`src/rtl/if_id_queue_pkg.sv`:
```
// Shared constants and types for the fetch-to-decode instruction queue.
package if_id_queue_pkg;

    localparam int unsigned REG_BUS   = 64;
    localparam int unsigned IFQ_DEPTH = 4;
    localparam logic [31:0] INST_NOP  = 32'h0000_0013;

    typedef struct packed {
        logic [REG_BUS-1:0] pc;
        logic [31:0]        inst;
    } ifq_entry_t;

    typedef enum logic [2:0] {
        OP_HOLD,
        OP_PUSH,
        OP_POP,
        OP_BOTH,
        OP_FLUSH
    } ifq_op_e;

endpackage

```
`src/rtl/if_id_queue_if.sv`:
```
// Fetch-side and decode-side handshake bundle of the instruction queue.
interface if_id_queue_if;
    import if_id_queue_pkg::*;

    logic               if_valid;
    logic [REG_BUS-1:0] if_pc;
    logic [31:0]        if_inst;
    logic               if_ready;
    logic               id_valid;
    logic [REG_BUS-1:0] id_pc;
    logic [31:0]        id_inst;
    logic               id_ready;

    modport master (
        output if_valid, if_pc, if_inst, id_ready,
        input  if_ready, id_valid, id_pc, id_inst
    );

    modport slave (
        input  if_valid, if_pc, if_inst, id_ready,
        output if_ready, id_valid, id_pc, id_inst
    );

endinterface

```
`src/rtl/if_id_queue.sv`:
```
// In-order instruction queue between fetch and decode; flush drops all
// buffered entries and any same-cycle push.
module if_id_queue
    import if_id_queue_pkg::*;
#(
    parameter int unsigned DEPTH = IFQ_DEPTH,
    parameter int unsigned PTR_W = $clog2(DEPTH)
) (
    input  logic           clk,
    input  logic           rst,
    input  logic           flush,
    if_id_queue_if.slave   bus,
    output logic [PTR_W:0] count
);

    localparam logic [PTR_W:0] FULL_CNT = (PTR_W + 1)'(DEPTH);

    ifq_entry_t       mem_q [DEPTH];
    logic [PTR_W-1:0] rd_ptr_q, rd_ptr_d;
    logic [PTR_W-1:0] wr_ptr_q, wr_ptr_d;
    logic [PTR_W:0]   count_q, count_d;

    logic       if_ready;
    logic       id_valid;
    logic       push;
    logic       pop;
    logic       wr_en;
    ifq_entry_t wr_entry;
    ifq_op_e    op;

    // Ready depends only on registered state and reset, never on id_ready.
    assign if_ready = rst & (count_q != FULL_CNT);
    assign id_valid = (count_q != '0);

    always_comb begin
        push = bus.if_valid & if_ready & ~flush;
        pop  = id_valid & bus.id_ready & ~flush;
        op   = OP_HOLD;
        if (flush) begin
            op = OP_FLUSH;
        end else begin
            unique case ({push, pop})
                2'b10:   op = OP_PUSH;
                2'b01:   op = OP_POP;
                2'b11:   op = OP_BOTH;
                default: op = OP_HOLD;
            endcase
        end
    end

    always_comb begin
        rd_ptr_d = rd_ptr_q;
        wr_ptr_d = wr_ptr_q;
        count_d  = count_q;
        wr_en    = 1'b0;
        wr_entry = '{pc: bus.if_pc, inst: bus.if_inst};
        unique case (op)
            OP_PUSH: begin
                wr_en    = 1'b1;
                wr_ptr_d = wr_ptr_q + 1'b1;
                count_d  = count_q + 1'b1;
            end
            OP_POP: begin
                rd_ptr_d = rd_ptr_q + 1'b1;
                count_d  = count_q - 1'b1;
            end
            OP_BOTH: begin
                wr_en    = 1'b1;
                wr_ptr_d = wr_ptr_q + 1'b1;
                rd_ptr_d = rd_ptr_q + 1'b1;
            end
            OP_FLUSH: begin
                rd_ptr_d = '0;
                wr_ptr_d = '0;
                count_d  = '0;
            end
            default: ;
        endcase
    end

    always_ff @(posedge clk) begin
        if (!rst) begin
            rd_ptr_q <= '0;
            wr_ptr_q <= '0;
            count_q  <= '0;
        end else begin
            rd_ptr_q <= rd_ptr_d;
            wr_ptr_q <= wr_ptr_d;
            count_q  <= count_d;
        end
    end

    // Storage carries no reset; validity is tracked by count_q alone.
    always_ff @(posedge clk) begin
        if (wr_en) begin
            mem_q[wr_ptr_q] <= wr_entry;
        end
    end

    assign bus.if_ready = if_ready;
    assign bus.id_valid = id_valid;
    assign bus.id_pc    = id_valid ? mem_q[rd_ptr_q].pc   : '0;
    assign bus.id_inst  = id_valid ? mem_q[rd_ptr_q].inst : INST_NOP;
    assign count        = count_q;

endmodule

```
`src/flat_wrapper.sv`:
```
// flat-port wrapper written by rule: the top's interface ports become plain ports
module if_id_queue_flat import if_id_queue_pkg::*;
#(
    parameter int unsigned DEPTH = IFQ_DEPTH,
    parameter int unsigned PTR_W = $clog2(DEPTH)
)
  (clk, rst, flush, count, bus_if_valid, bus_if_pc, bus_if_inst, bus_id_ready, bus_if_ready, bus_id_valid, bus_id_pc, bus_id_inst);
  if_id_queue_if bus_i ();
  input  logic clk;
  input  logic rst;
  input  logic flush;
  output logic [PTR_W:0] count;
  input wire logic [$bits(bus_i.if_valid)-1:0] bus_if_valid;
  input wire logic [$bits(bus_i.if_pc)-1:0] bus_if_pc;
  input wire logic [$bits(bus_i.if_inst)-1:0] bus_if_inst;
  input wire logic [$bits(bus_i.id_ready)-1:0] bus_id_ready;
  output wire logic [$bits(bus_i.if_ready)-1:0] bus_if_ready;
  output wire logic [$bits(bus_i.id_valid)-1:0] bus_id_valid;
  output wire logic [$bits(bus_i.id_pc)-1:0] bus_id_pc;
  output wire logic [$bits(bus_i.id_inst)-1:0] bus_id_inst;
  assign bus_i.if_valid = bus_if_valid;
  assign bus_i.if_pc = bus_if_pc;
  assign bus_i.if_inst = bus_if_inst;
  assign bus_i.id_ready = bus_id_ready;
  assign bus_if_ready = bus_i.if_ready;
  assign bus_id_valid = bus_i.id_valid;
  assign bus_id_pc = bus_i.id_pc;
  assign bus_id_inst = bus_i.id_inst;
  if_id_queue #(.DEPTH(DEPTH), .PTR_W(PTR_W)) u_core (.clk(clk), .rst(rst), .flush(flush), .bus(bus_i), .count(count));
endmodule
```
`config.mk`:
```
export PLATFORM = sky130hd
export DESIGN_NAME = if_id_queue_flat
export DESIGN_NICKNAME = d
export VERILOG_FILES = /design/src/rtl/if_id_queue_pkg.sv /design/src/rtl/if_id_queue_if.sv /design/src/rtl/if_id_queue.sv /design/src/flat_wrapper.sv
export SDC_FILE = /design/constraint.sdc
export NUM_CORES = 1
export LEC_CHECK = 0
export BUFFER_PORTS_ARGS = -buffer_cell sky130_fd_sc_hd__buf_2
export CAP_MARGIN = 20
export CORE_AREA = 2 2 197 199
export DETAILED_ROUTE_END_ITERATION = 6
export DIE_AREA = 0 0 199 201
export PLACE_DENSITY_LB_ADDON = 0.08
export SLEW_MARGIN = 25
export SYNTH_ARGS = -nofsm -noshare
export SYNTH_HDL_FRONTEND = slang
export SYNTH_SLANG_ARGS = --single-unit
```
`constraint.sdc`:
```
create_clock -name clk -period 3.33 [get_ports clk]
set_input_delay 0.1665 -clock clk [delete_from_list [all_inputs] [get_ports clk]]
set_output_delay 0.1665 -clock clk [all_outputs]
set_load 0.1 [all_outputs]
```
# Yosys cells after proc, flatten, opt, wreduce, memory -nomap -nowiden
# Memory sizes are Yosys's and may differ from the RTL's. A register that Yosys moved wholly into a read port is not among the register bits.
# Cells that the tools add are included.
[classes]
reduce_logical = 6
mux = 12
div_mod_pow = 0
eq_ne = 8
n_lt_le_gt_ge = 0
bitwise_logic = 6
shift = 0
n_mul = 0
addsub = 4
[ops]
columns = ["cell", "n"]
rows = [
  ["two-way mux 64 bit", 1],
  ["two-way mux 32 bit", 1],
  ["case mux 3 bit (3 select lines)", 1],
  ["case mux 2 bit (2 select lines)", 2],
  ["== test 3 x 2 -> 1 bit, second input constant", 2],
  ["case mux 2 bit (3 select lines)", 1],
  ["nonzero test 3 bit", 2],
  ["AND 1 bit", 5],
  ["adder 2 x 1 -> 2 bit, second input constant", 2],
  ["== test 2 bit, second input constant", 2],
  ["two-way mux 2 bit", 2],
  ["nonzero test 2 bit", 2],
  ["OR reduction 2 bit", 2],
  ["adder 3 x 1 -> 3 bit, second input constant", 1],
  ["== test 3 x 1 -> 1 bit, second input constant", 1],
  ["== test 3 bit, second input constant", 1],
  ["two-way mux 1 bit", 3],
  ["two-way mux 3 bit", 1],
  ["inequality test 3 bit, second input constant", 1],
  ["subtractor 3 x 1 -> 3 bit, second input constant", 1],
  ["== test 2 x 1 -> 1 bit, second input constant", 1],
  ["inverter 1 bit", 1],
]
[word_totals]
output_inout_bits = 101
n_memories = 1
reg_bits = 7
romBits = 0
input_bits = 101
ramBits = 384
latch_bits = 0
[mem_list]
columns = ["memory", "words", "width", "rd", "rd_ports_with_merged_regs", "wr", "line", "source"]
rows = [
  ["u_core.mem_q", 4, 96, 1, 1, 1, "if_id_queue.sv:18", "ifq_entry_t mem_q [DEPTH];"],
]

# Depth between registers and ports, before layout
# Gate-level depths: netlist of run 1.
[logic_depth]
ltp_word = 12
mapped_depth = 9
ltp_nobuf = 9

# Worst setup path before layout of run 1
# Ideal clock, no wire load.
[synth_timing]
path_type = "reg-to-reg"
start = "register u_core.count_q[0], in the netlist u_core.count[0]"
end = "memory u_core.mem_q[1][0] (netlist name), enable pin"
n_path_buf = 0
slack_ps = -1066
synth_period_minus_slack_ps = 4396
arrival_ps = 3930
required_time_ps = 2864
setup_time_ps = 466
stages_incl_launch_ff = 4
cell_sequence = "dfxtp_1 > nor2_1 > a211oi_1 > and2_1"
[synth_via]
elab_chain_cells = 12
[synth_rtl]
columns = ["element", "line", "source"]
rows = [
  ["from (decl)", "if_id_queue.sv:21", "logic [PTR_W:0] count_q, count_d;"],
  ["from (signal assigned)", "if_id_queue.sv:89", "count_q <= count_d;"],
  ["inequality test 3 bit", "if_id_queue.sv:32", "assign if_ready = rst & (count_q != FULL_CNT);"],
  ["AND 1 bit", "if_id_queue.sv:32", ""],
  ["AND 1 bit (2 in a row)", "if_id_queue.sv:36", "push = bus.if_valid & if_ready & ~flush;"],
  ["== test 2 bit / == test 2 x 1 -> 1 bit (equally long branches)", "if_id_queue.sv:42", "unique case ({push, pop})"],
  ["case mux 2 bit (3 select lines) *", "if_id_queue.sv:42", ""],
  ["two-way mux 3 bit *", "if_id_queue.sv:39", "if (flush) begin"],
  ["== test 3 x 1 -> 1 bit / == test 3 x 2 -> 1 bit (equally long branches)", "if_id_queue.sv:57", "unique case (op)"],
  ["OR reduction 2 bit (no source line) *", "--", ""],
  ["two-way mux 1 bit *", "if_id_queue.sv:57", ""],
  ["two-way mux 1 bit *", "if_id_queue.sv:95", "if (wr_en) begin"],
  ["two-way mux 1 bit (not written as such) *", "if_id_queue.sv:96", "mem_q[wr_ptr_q] <= wr_entry;"],
  ["to (decl)", "if_id_queue.sv:18", ""],
]
# Every way passes the cells marked *; elsewhere a longest branch is shown, timed or not.

# Final worst setup path of run 1
[layout_timing]
start = "register u_core.count_q[2], in the netlist u_core.count[2]"
end = "output port bus_id_inst[2]"
[layout_via]
elab_chain_cells = 2
[layout_rtl]
columns = ["element", "line", "source"]
rows = [
  ["nonzero test 3 bit", "if_id_queue.sv:33", "assign id_valid = (count_q != '0);"],
  ["two-way mux 32 bit", "if_id_queue.sv:103", "assign bus.id_inst = id_valid ? mem_q[rd_ptr_q].inst : INST_NOP;"],
  ["to (decl)", "flat_wrapper.sv:20", "output wire logic [$bits(bus_i.id_inst)-1:0] bus_id_inst;"],
]
# Every way passes these cells.

==> impl_metrics.tcl, run 1 <==
set metrics [dict create \
    clock_path_buffers 3 \
    gp_congestion 0.676 \
    cp-endpoint "bus_id_inst[2]" \
    synthCells 678 \
    max_cap_violations 0 \
    min_path_cells 4 \
    fin_crit_sh_pct 89.6 \
    grt_max_degree 96 \
    grt_setup_unrepaired "false" \
    synth_area_per_cell_sq_um 22.2 \
    status "finished, final reports clean" \
    ir_drop_uv 440 \
    cts_max_level 2 \
    portBuffers 201 \
    p_total_uw 10800 \
    hold_viol 0 \
    critPathTopFamily "buffers and inverters" \
    drv_slew 0 \
    mostFrequentLayoutCells "384 x edfxtp_1, 201 x buf_2, 96 x mux4_2, 96 x dlygate4sd3_1, 93 x and2_1" \
    required_ns 3.16 \
    cts_resized 0 \
    initialDrtViolationCount 372 \
    critPathKind "reg2out" \
    async_reset_ff_share_pct 0 \
    initial_core_util_pct 39.5 \
    synthDistinctLibCells 32 \
    slew_headroom_pct 41.7 \
    synth_area_leaders "edfxtp_1 77%, mux4_2 14%, and2_1 4.0%" \
    fp-row-count 72 \
    routed_wl_um 31500 \
    layout_commonest_cell "edfxtp_1" \
    utilization_pct 50.0 \
    drive_above_1_share_pct 36.8 \
    worst_setup_path_start_kind "flip-flop" \
    min_period_ns 2.98 \
    routedWlPerCell_um 20.3 \
    dpl.cell_count 1378 \
    yosysWarnings 0 \
    die_h_um 201 \
    numCtsBuffers 43 \
    reg2regPathDepth 8 \
    synth-main-ff-cell "edfxtp_1" \
    postRouteAntennaNets 0 \
    synth_area_sq_mm 0.0150 \
    final_net_count 1107 \
    cts_setup_buffers 0 \
    coreArea_sq_mm 0.0381 \
    grt_overflow 0 \
    slowest_stage "buf_4" \
    rrSetupSlack_ns 0.83 \
    netlist.area_leader.share_pct 76.6 \
    dp_hpwl_um 17900 \
    crit_path_end_kind "output pin" \
    grt_pass1_vias 8452 \
    place_ws_ns 0.848 \
    worstSkewPairLatency_ns 0.56 \
    cts-root-buf "clkbuf_16" \
    min-delay-path-class "in2reg" \
    grtUsageTotal_pct 16.1 \
    holdCritStartpoint "bus_id_ready" \
    crit_fanout 95 \
    syn_nets 784 \
    cp_cell_sequence "nor3_1 > inv_2 > buf_4 > and2_1 > buf_2" \
    r2r-end "u_core.count[2]" \
    areaGrowthSynthToFinish_pct 26.7 \
    power_density_mw_per_mm2 567 \
    dieArea_sq_mm 0.0400 \
    first_pass_iters 5 \
    clkTransAtPathRegs_ns 0.06 \
    leakagePower_uw 0.00653 \
    crit_arrival_ns 2.82 \
    clkSinkCount 393 \
    antenna_found_initial 1 \
    cp.buffers_inverters 3 \
    num_io_pins 202 \
    grt_pass1_wl_um 48300 \
    num_vias 7587 \
    yosysTopAreaCell "edfxtp_1" \
    crit_cells 5 \
    fmax_mhz 335 \
    tritoncts "built" \
    max_stage_delay_ns 0.68 \
    reg2reg_from "u_core.count[2]" \
    fp.dieW_um 199 \
    setup_viol_count_final 0 \
    ys_seq_elements 393 \
    finClkSkew_ns 0.0179 \
    critPathLaunch "u_core.count[2]" \
    worst_pin_slew_ns 0.874 \
    fin_cells 1553 \
    synth_edf_count 384 \
    via_per_inst 4.89 \
    route.detailed.drc 0 \
    yosysSeqAreaShare_pct 77.8 \
    setup_ws_ns 0.347 \
]
-- worst reg2reg max path: cells and delay by family, from the launching register on --
kind | cells | cell delay, ns
buf+inv | 1 | 0.08
simple gates | 4 | 1.06
compound gates | 2 | 0.30
fa+ha+maj | 1 | 0.43
flops | 1 | 0.55
-- per-layer routing --
layer | routed length (um) | GRT usage, % | vias to the layer above | part of all wire [%]
met5 | 0 | 0 | - | 0
met4 | 763 | 5.78 | 0 | 2.4
met3 | 1560 | 3.33 | 46 | 4.9
met2 | 16200 | 28.4 | 209 | 51
met1 | 13000 | 19.5 | 3919 | 41
li1 | - | - | 3413 | -
-- synth_stat cells, drive strengths merged, types with 2 or more instances --
cell and count:
edfxtp 384, and2 97, mux4 96, buf 18
clkbuf 17, dfxtp 9, nor2 8, nand2 7
inv 6, ha 4, o211ai 3, or2 3
a21o 2, a21oi 2, a31oi 2, nand2b 2
nand3 2, nor3 2, or3 2, xor2 2
-- how the worst min path moves through the flow --
stage	end	slack, ns
finish	u_core.rd_ptr_q[1]	0.1
global route	u_core.count[0]	0.11
CTS	u_core.rd_ptr_q[1]	0.06
detailed placement	u_core.mem_q[0][18]	0.38
global placement	u_core.mem_q[0][28]	0.37
floorplan	u_core.mem_q[0][0]	0.27
-- where the power goes --
part / switching (uW) / internal [uW]
sequential: 15.3 / 5480
clock: 1830 / 2610
combinational: 628 / 251
-- registers in the layout (all words and copies together) (netlist names), named ones only --
register / count
u_core.count: 3
u_core.mem_q: 384
u_core.rd_ptr_q: 2
u_core.wr_ptr_q: 2
-- cells by family (layout without fill, tap and decap cells) --
group,count (synthesis),in the layout,synth area share [%]
buf+inv,41,397,1.48
flops,393,393,77.8
xor+xnor,3,3,0.175
compound gates,14,14,0.665
mux,97,97,14.4
simple gates,125,125,4.93
other cells,0,1,0
fa+ha+maj,5,5,0.466
-- repair_timing --
| item | CTS | global route |
|---|---|---|
| setup endpoints to repair | 0 | 0 |
| hold buffers | 96 | 0 |
| endpoints found under the hold margin | 384 | 0 |
-- metrics by stage --
| step | TNS [ns] | area (sq um) | hold slack [ns] |
|---|---|---|---|
| floorplan | -7.54 | 15100 | 0.265 |
| global placement | 0 | 16800 | 0.375 |
| detailed placement | 0 | 16800 | 0.384 |
| CTS | 0 | 19100 | 0.0631 |
| global route | 0 | 19100 | 0.113 |
| finish | 0 | 19100 | 0.0963 |
-- area by class of cell --
class / instances / area, sq um
Fill cell: 3149 / 19000
Sequential cell: 393 / 11700
Multi-Input combinational cell: 244 / 3120
Timing Repair Buffer: 313 / 2240
Clock buffer: 53 / 1110
Tap cell: 518 / 648
Clock inverter: 25 / 204
Inverter: 6 / 22.5
Antenna cell: 1 / 2.50
No activity file was read; power rests on OpenSTA's default activity.
==> inputs of run 2 (changes only) <==
--- a/config.mk
+++ b/config.mk
@@ -10,7 +10,6 @@
 export CORE_AREA = 2 2 197 199
 export DETAILED_ROUTE_END_ITERATION = 6
 export DIE_AREA = 0 0 199 201
-export PLACE_DENSITY_LB_ADDON = 0.08
 export SLEW_MARGIN = 25
 export SYNTH_ARGS = -nofsm -noshare
 export SYNTH_HDL_FRONTEND = slang
==> run 2 against run 1 <==
  * Die area is the same
  * Wire length shrank 7.1%
  * Count of clock-buffer cells in the layout shrank 5
  * Clock skew shrank 0.00052 ns
  * Core utilization grew 0.066 points
  * Cell count shrank 0.26%
  * Hold slack gained 0.011 ns
  * Non-clock buffer count is the same
  * Critical path type unchanged
  * Largest power group unchanged
  * Highest routed layer unchanged
==> impl_metrics.tcl, run 2 (synthesized netlist as in run 1, its figures left out) <==
set metrics [dict create \
    drv_slew 0 \
    hold_viol 0 \
    num_io_pins 202 \
    initialDrtViolationCount 358 \
    route.detailed.drc 0 \
    grt_pass1_wl_um 45500 \
    ctsHoldBuffers 96 \
    drive_above_1_share_pct 37.3 \
    first_pass_iters 5 \
    fmax_mhz 346 \
    slowest_stage "buf_4" \
    finClkSkew_ns 0.0174 \
    leakagePower_uw 0.00653 \
    cts_max_level 2 \
    crit_arrival_ns 2.73 \
    clkSinkCount 393 \
    die_h_um 201 \
    setup_viol_count_final 0 \
    grtUsageTotal_pct 15.0 \
    status "finished, final reports clean" \
    final_net_count 1106 \
    antenna_found_initial 0 \
    grt_setup_unrepaired "false" \
    utilization_pct 50.1 \
    via_per_inst 4.83 \
    routed_wl_um 29200 \
    power_density_mw_per_mm2 569 \
    clock_path_buffers 3 \
    gp_congestion 0.737 \
    num_vias 7482 \
    mostFrequentLayoutCells "384 x edfxtp_1, 201 x buf_2, 96 x mux4_2, 96 x dlygate4sd3_1, 93 x and2_1" \
    max_stage_delay_ns 0.62 \
    required_ns 3.16 \
    clkTransAtPathRegs_ns 0.06 \
    worst_pin_slew_ns 0.822 \
    insertedDiodeCount 0 \
    dp_hpwl_um 16900 \
    grt_pass1_vias 8029 \
    coreArea_sq_mm 0.0381 \
    cts_resized 0 \
    fin_crit_sh_pct 86.9 \
    dieArea_sq_mm 0.0400 \
    grt_overflow 0 \
    top_register "u_core.mem_q" \
    cp_cell_sequence "nor3_1 > inv_2 > buf_4 > and2_1 > buf_2" \
    initial_core_util_pct 39.5 \
    slew_headroom_pct 45.2 \
    numCtsBuffers 42 \
    layout_commonest_cell "edfxtp_1" \
    min_period_ns 2.89 \
    worst_setup_path_start_kind "flip-flop" \
    tritoncts "built" \
    dpl.cell_count 1378 \
    fp-row-count 72 \
    fp.dieW_um 199 \
    critPathKind "reg2out" \
    cts-root-buf "clkbuf_16" \
    max_cap_violations 0 \
    crit_fanout 95 \
    postRouteAntennaNets 0 \
    min-delay-path-class "in2reg" \
    fin_cells 1549 \
    crit_path_end_kind "output pin" \
    ir_drop_uv 435 \
    worstSkewPairLatency_ns 0.56 \
    largest_reg_flops 384 \
    cts_setup_buffers 0 \
    grt_max_degree 97 \
    areaGrowthSynthToFinish_pct 26.9 \
    routedWlPerCell_um 18.9 \
    portBuffers 201 \
]
==> run 2: cell types whose count changed in the layout (fill, tap and decap cells not counted), sizes merged <==
cell / before / now
clkbuf: 53 / 48
bufinv: 3 / 4
clkinv: 18 / 14
inv: 9 / 10
diode: 1 / 0
clkinvlp: 1 / 5
==> run 2: cell type report <==
| type | count | area [sq um] |
|---|---|---|
| tap | 518 | 648 |
| multi-input combinational | 244 | 3120 |
| clock buffer | 48 | 1070 |
| timing repair buffer | 313 | 2240 |
| inverter | 6 | 22.5 |
| sequential | 393 | 11700 |
| fill | 3076 | 19000 |
| clock inverter | 27 | 272 |
==> run 2: power breakdown <==
| part | switching (uW) | internal (uW) | leakage [uW] | total, uW |
|---|---|---|---|---|
| combinational | 622 | 251 | 0.00234 | 873 |
| clock | 1850 | 2650 | 0.000646 | 4500 |
| sequential | 14.0 | 5480 | 0.00354 | 5490 |
| total | 2490 | 8370 | 0.00653 | 10900 |
==> run 2: per-stage QoR <==
step | TNS, ns | setup WS, ns | area, sq um | power [uW] | hold WS (ns)
2_1_floorplan | -7.54 | -0.0196 | 15100 | 6170 | 0.265
3_3_place_gp | 0 | 0.872 | 16800 | 6370 | 0.383
3_5_place_dp | 0 | 0.831 | 16800 | 6380 | 0.383
4_1_cts | 0 | 0.331 | 19100 | 11000 | 0.0721
5_1_grt | 0 | 0.161 | 19100 | 11200 | 0.109
6_report | 0 | 0.438 | 19100 | 10900 | 0.108
==> run 2: path summary, 6_finish.rpt <==
kind | start | end | slack [ns] | cells after the start
min | rst | u_core.wr_ptr_q[0] | 0.11 | 3
max | u_core.count[2] | bus_id_pc[18] | 0.44 | 5
min reg2reg | u_core.rd_ptr_q[1] | flip-flop | 0.54 | 2
max reg2reg | u_core.count[2] | u_core.count[2] | 0.85 | 8
==> run 2: routing by layer <==
layer | track usage, % | vias to the layer above | share of wire [%]
li1 | - | 3403 | -
met4 | 4.66 | 0 | 1.8
met1 | 19.8 | 3829 | 43
met2 | 25.0 | 206 | 50
met3 | 3.04 | 44 | 5.2
met5 | 0 | - | 0
==> run 2: worst max-delay path: cells and delay by family, from the launching register on <==
| kind | cells | cell delay, ns |
|---|---|---|
| and+or+nand+nor | 2 | 0.43 |
| buffers and inverters | 3 | 1.14 |
| DFF | 1 | 0.53 |
==> inputs of run 3 (changes only) <==
==> constraint.sdc (replaced) <==
create_clock -name clk -period 2.6 [get_ports clk]
set_input_delay 0.13 -clock clk [delete_from_list [all_inputs] [get_ports clk]]
set_output_delay 0.13 -clock clk [all_outputs]
set_load 0.1 [all_outputs]
==> run 3 against run 2 <==
  * Via count is essentially flat
  * First-iteration DRC count decreased by 8.7%
  * Cell count shrank 0.13%
  * Non-clock buffer count is 2 higher
  * Register-to-register slack worse by 0.51 ns
  * Critical path depth down 1
  * Final area grew 1.2%
  * Critical endpoint is now bus_id_inst[30]
==> impl_metrics.tcl, run 3 (synthesized netlist as in run 1, its figures left out) <==
set metrics [dict create \
    power_density_mw_per_mm2 703 \
    worst_setup_path_start_kind "flip-flop" \
    max_cap_violations 0 \
    p_clk_share_pct 39.6 \
    intPower_uw 10600 \
    route.detailed.drc 0 \
    pwr-share-comb_pct 8.7 \
    final_net_count 1106 \
    ir_drop_uv 532 \
    drive_above_1_share_pct 37.6 \
    antenna_found_initial 1 \
    drv_slew 0 \
    finalSetupTns_ns 0 \
    min_path_cells 4 \
    status "finished, final reports clean" \
    clkTransAtPathRegs_ns 0.06 \
    clkSinkCount 393 \
    hold_viol 0 \
    largest_reg_flops 384 \
    min-delay-path-class "in2reg" \
    dp_hpwl_um 16500 \
    numCtsBuffers 40 \
    slew_headroom_pct 64.1 \
    via_per_inst 4.83 \
    routedWlPerCell_um 18.8 \
    die_h_um 201 \
    leakagePower_uw 0.00656 \
    mostFrequentLayoutCells "384 x edfxtp_1, 179 x buf_2, 96 x mux4_2, 96 x dlygate4sd3_1, 84 x and2_1" \
    crit_fanout 38 \
    grt_setup_unrepaired "true" \
    switching_share_pct 22.3 \
    fin_hold_ws_ns 0.0638 \
    areaGrowthSynthToFinish_pct 28.4 \
    fin_cells 1547 \
    crit_arrival_ns 2.35 \
    crit_path_end_kind "output pin" \
    fmax_mhz 403 \
    dpl-instance-area_sq_mm 0.0171 \
    layout_commonest_cell "edfxtp_1" \
    cts-root-buf "clkbuf_16" \
    fin_crit_sh_pct 95.5 \
    finClkSkew_ns 0.0165 \
    required_ns 2.47 \
    reg2regPathDepth 8 \
    grt_max_degree 96 \
    top_register "u_core.mem_q" \
    fp-row-count 72 \
    postLayoutCellArea_sq_mm 0.0193 \
    grt_pass1_vias 7953 \
    first_pass_iters 7 \
    dpl.cell_count 1380 \
    postRouteAntennaNets 0 \
    tritoncts "built" \
    portBuffers 201 \
    setup_viol_count_final 0 \
    critPathKind "reg2out" \
    dieArea_sq_mm 0.0400 \
    cts_max_level 2 \
    p_total_uw 13600 \
    gp_congestion 0.720 \
    routed_wl_um 29100 \
    worst_pin_slew_ns 0.542 \
    num_io_pins 202 \
    p_switching_uw 3030 \
    grtUsageTotal_pct 14.8 \
    grt_overflow 0 \
    initial_core_util_pct 39.5 \
    initialDrtViolationCount 327 \
    num_vias 7478 \
    min_period_ns 2.48 \
    worstSkewPairLatency_ns 0.54 \
    grt_pass1_wl_um 44900 \
    seqPwrFrac_pct 51.8 \
    coreArea_sq_mm 0.0381 \
    fp.dieW_um 199 \
    clock_path_buffers 3 \
]
-- run 3: cell count changes in the layout (fill, tap and decap cells not counted), moves of 4 or more --
cell and change:
and2_1 -9, and2_2 +9, buf_12 +19, buf_2 -22
clkbuf_1 +7, clkinvlp_4 -5, inv_6 -4
-- run 3: final timing paths --
kind,from,endpoint,slack (ns)
worst max register to register,u_core.count[2],u_core.count[2],0.34
worst min-delay path,bus_id_ready,flip-flop,0.06
worst min register to register,u_core.rd_ptr_q[0],flip-flop,0.55
worst max-delay path,flip-flop,bus_id_inst[30],0.12
-- run 3: layout make-up --
class,count,area (sq um)
Sequential cell,393,11700
Multi-Input combinational cell,244,3140
Tap cell,518,648
Fill cell,3107,18800
Clock buffer,57,1120
Timing Repair Buffer,315,2560
Clock inverter,13,108
Inverter,6,22.5
Antenna cell,1,2.50
-- run 3: stage by stage --
step	utilization (%)	setup WS [ns]
finish	50.7	0.117
global route	50.7	-0.00595
CTS	50.7	0.0147
detailed placement	44.9	0.196
global placement	44.9	0.269
floorplan	-	0.0476
-- run 3: routing by layer --
metal  track usage, %  share of wire (%)  vias to the layer above
li1                 -                  -                     3399
met1             19.3                 44                     3862
met2             24.3                 48                      181
met3             3.48                5.4                       36
met4             5.12                2.1                        0
met5                0                  0                        -
-- run 3: what timing repair did --
item	in CTS	in global routing
pin swaps	0	0
endpoints found under the setup margin	1	5
setup buffers	0	0
hold buffers	96	0
hold endpoints to repair	384	0
resized for setup	1	4
-- run 3: worst max-delay path, stage by stage, from the launching register on --
cell	delay, ns
dfxtp_4	0.42
buf_16	0.29
mux4_2	0.59
and2_1	0.19
clkbuf_4	0.27
-- run 3: power groups by stage --
stage          Combinational [uW]  Clock [uW]  Sequential (uW)
4_1_cts                      1190        5570             7030
6_report                     1180        5370             7030
3_3_place_gp                 1060           0             7160
5_1_grt                      1240        5810             7030
2_1_floorplan                 735           0             7170
3_5_place_dp                 1070           0             7160
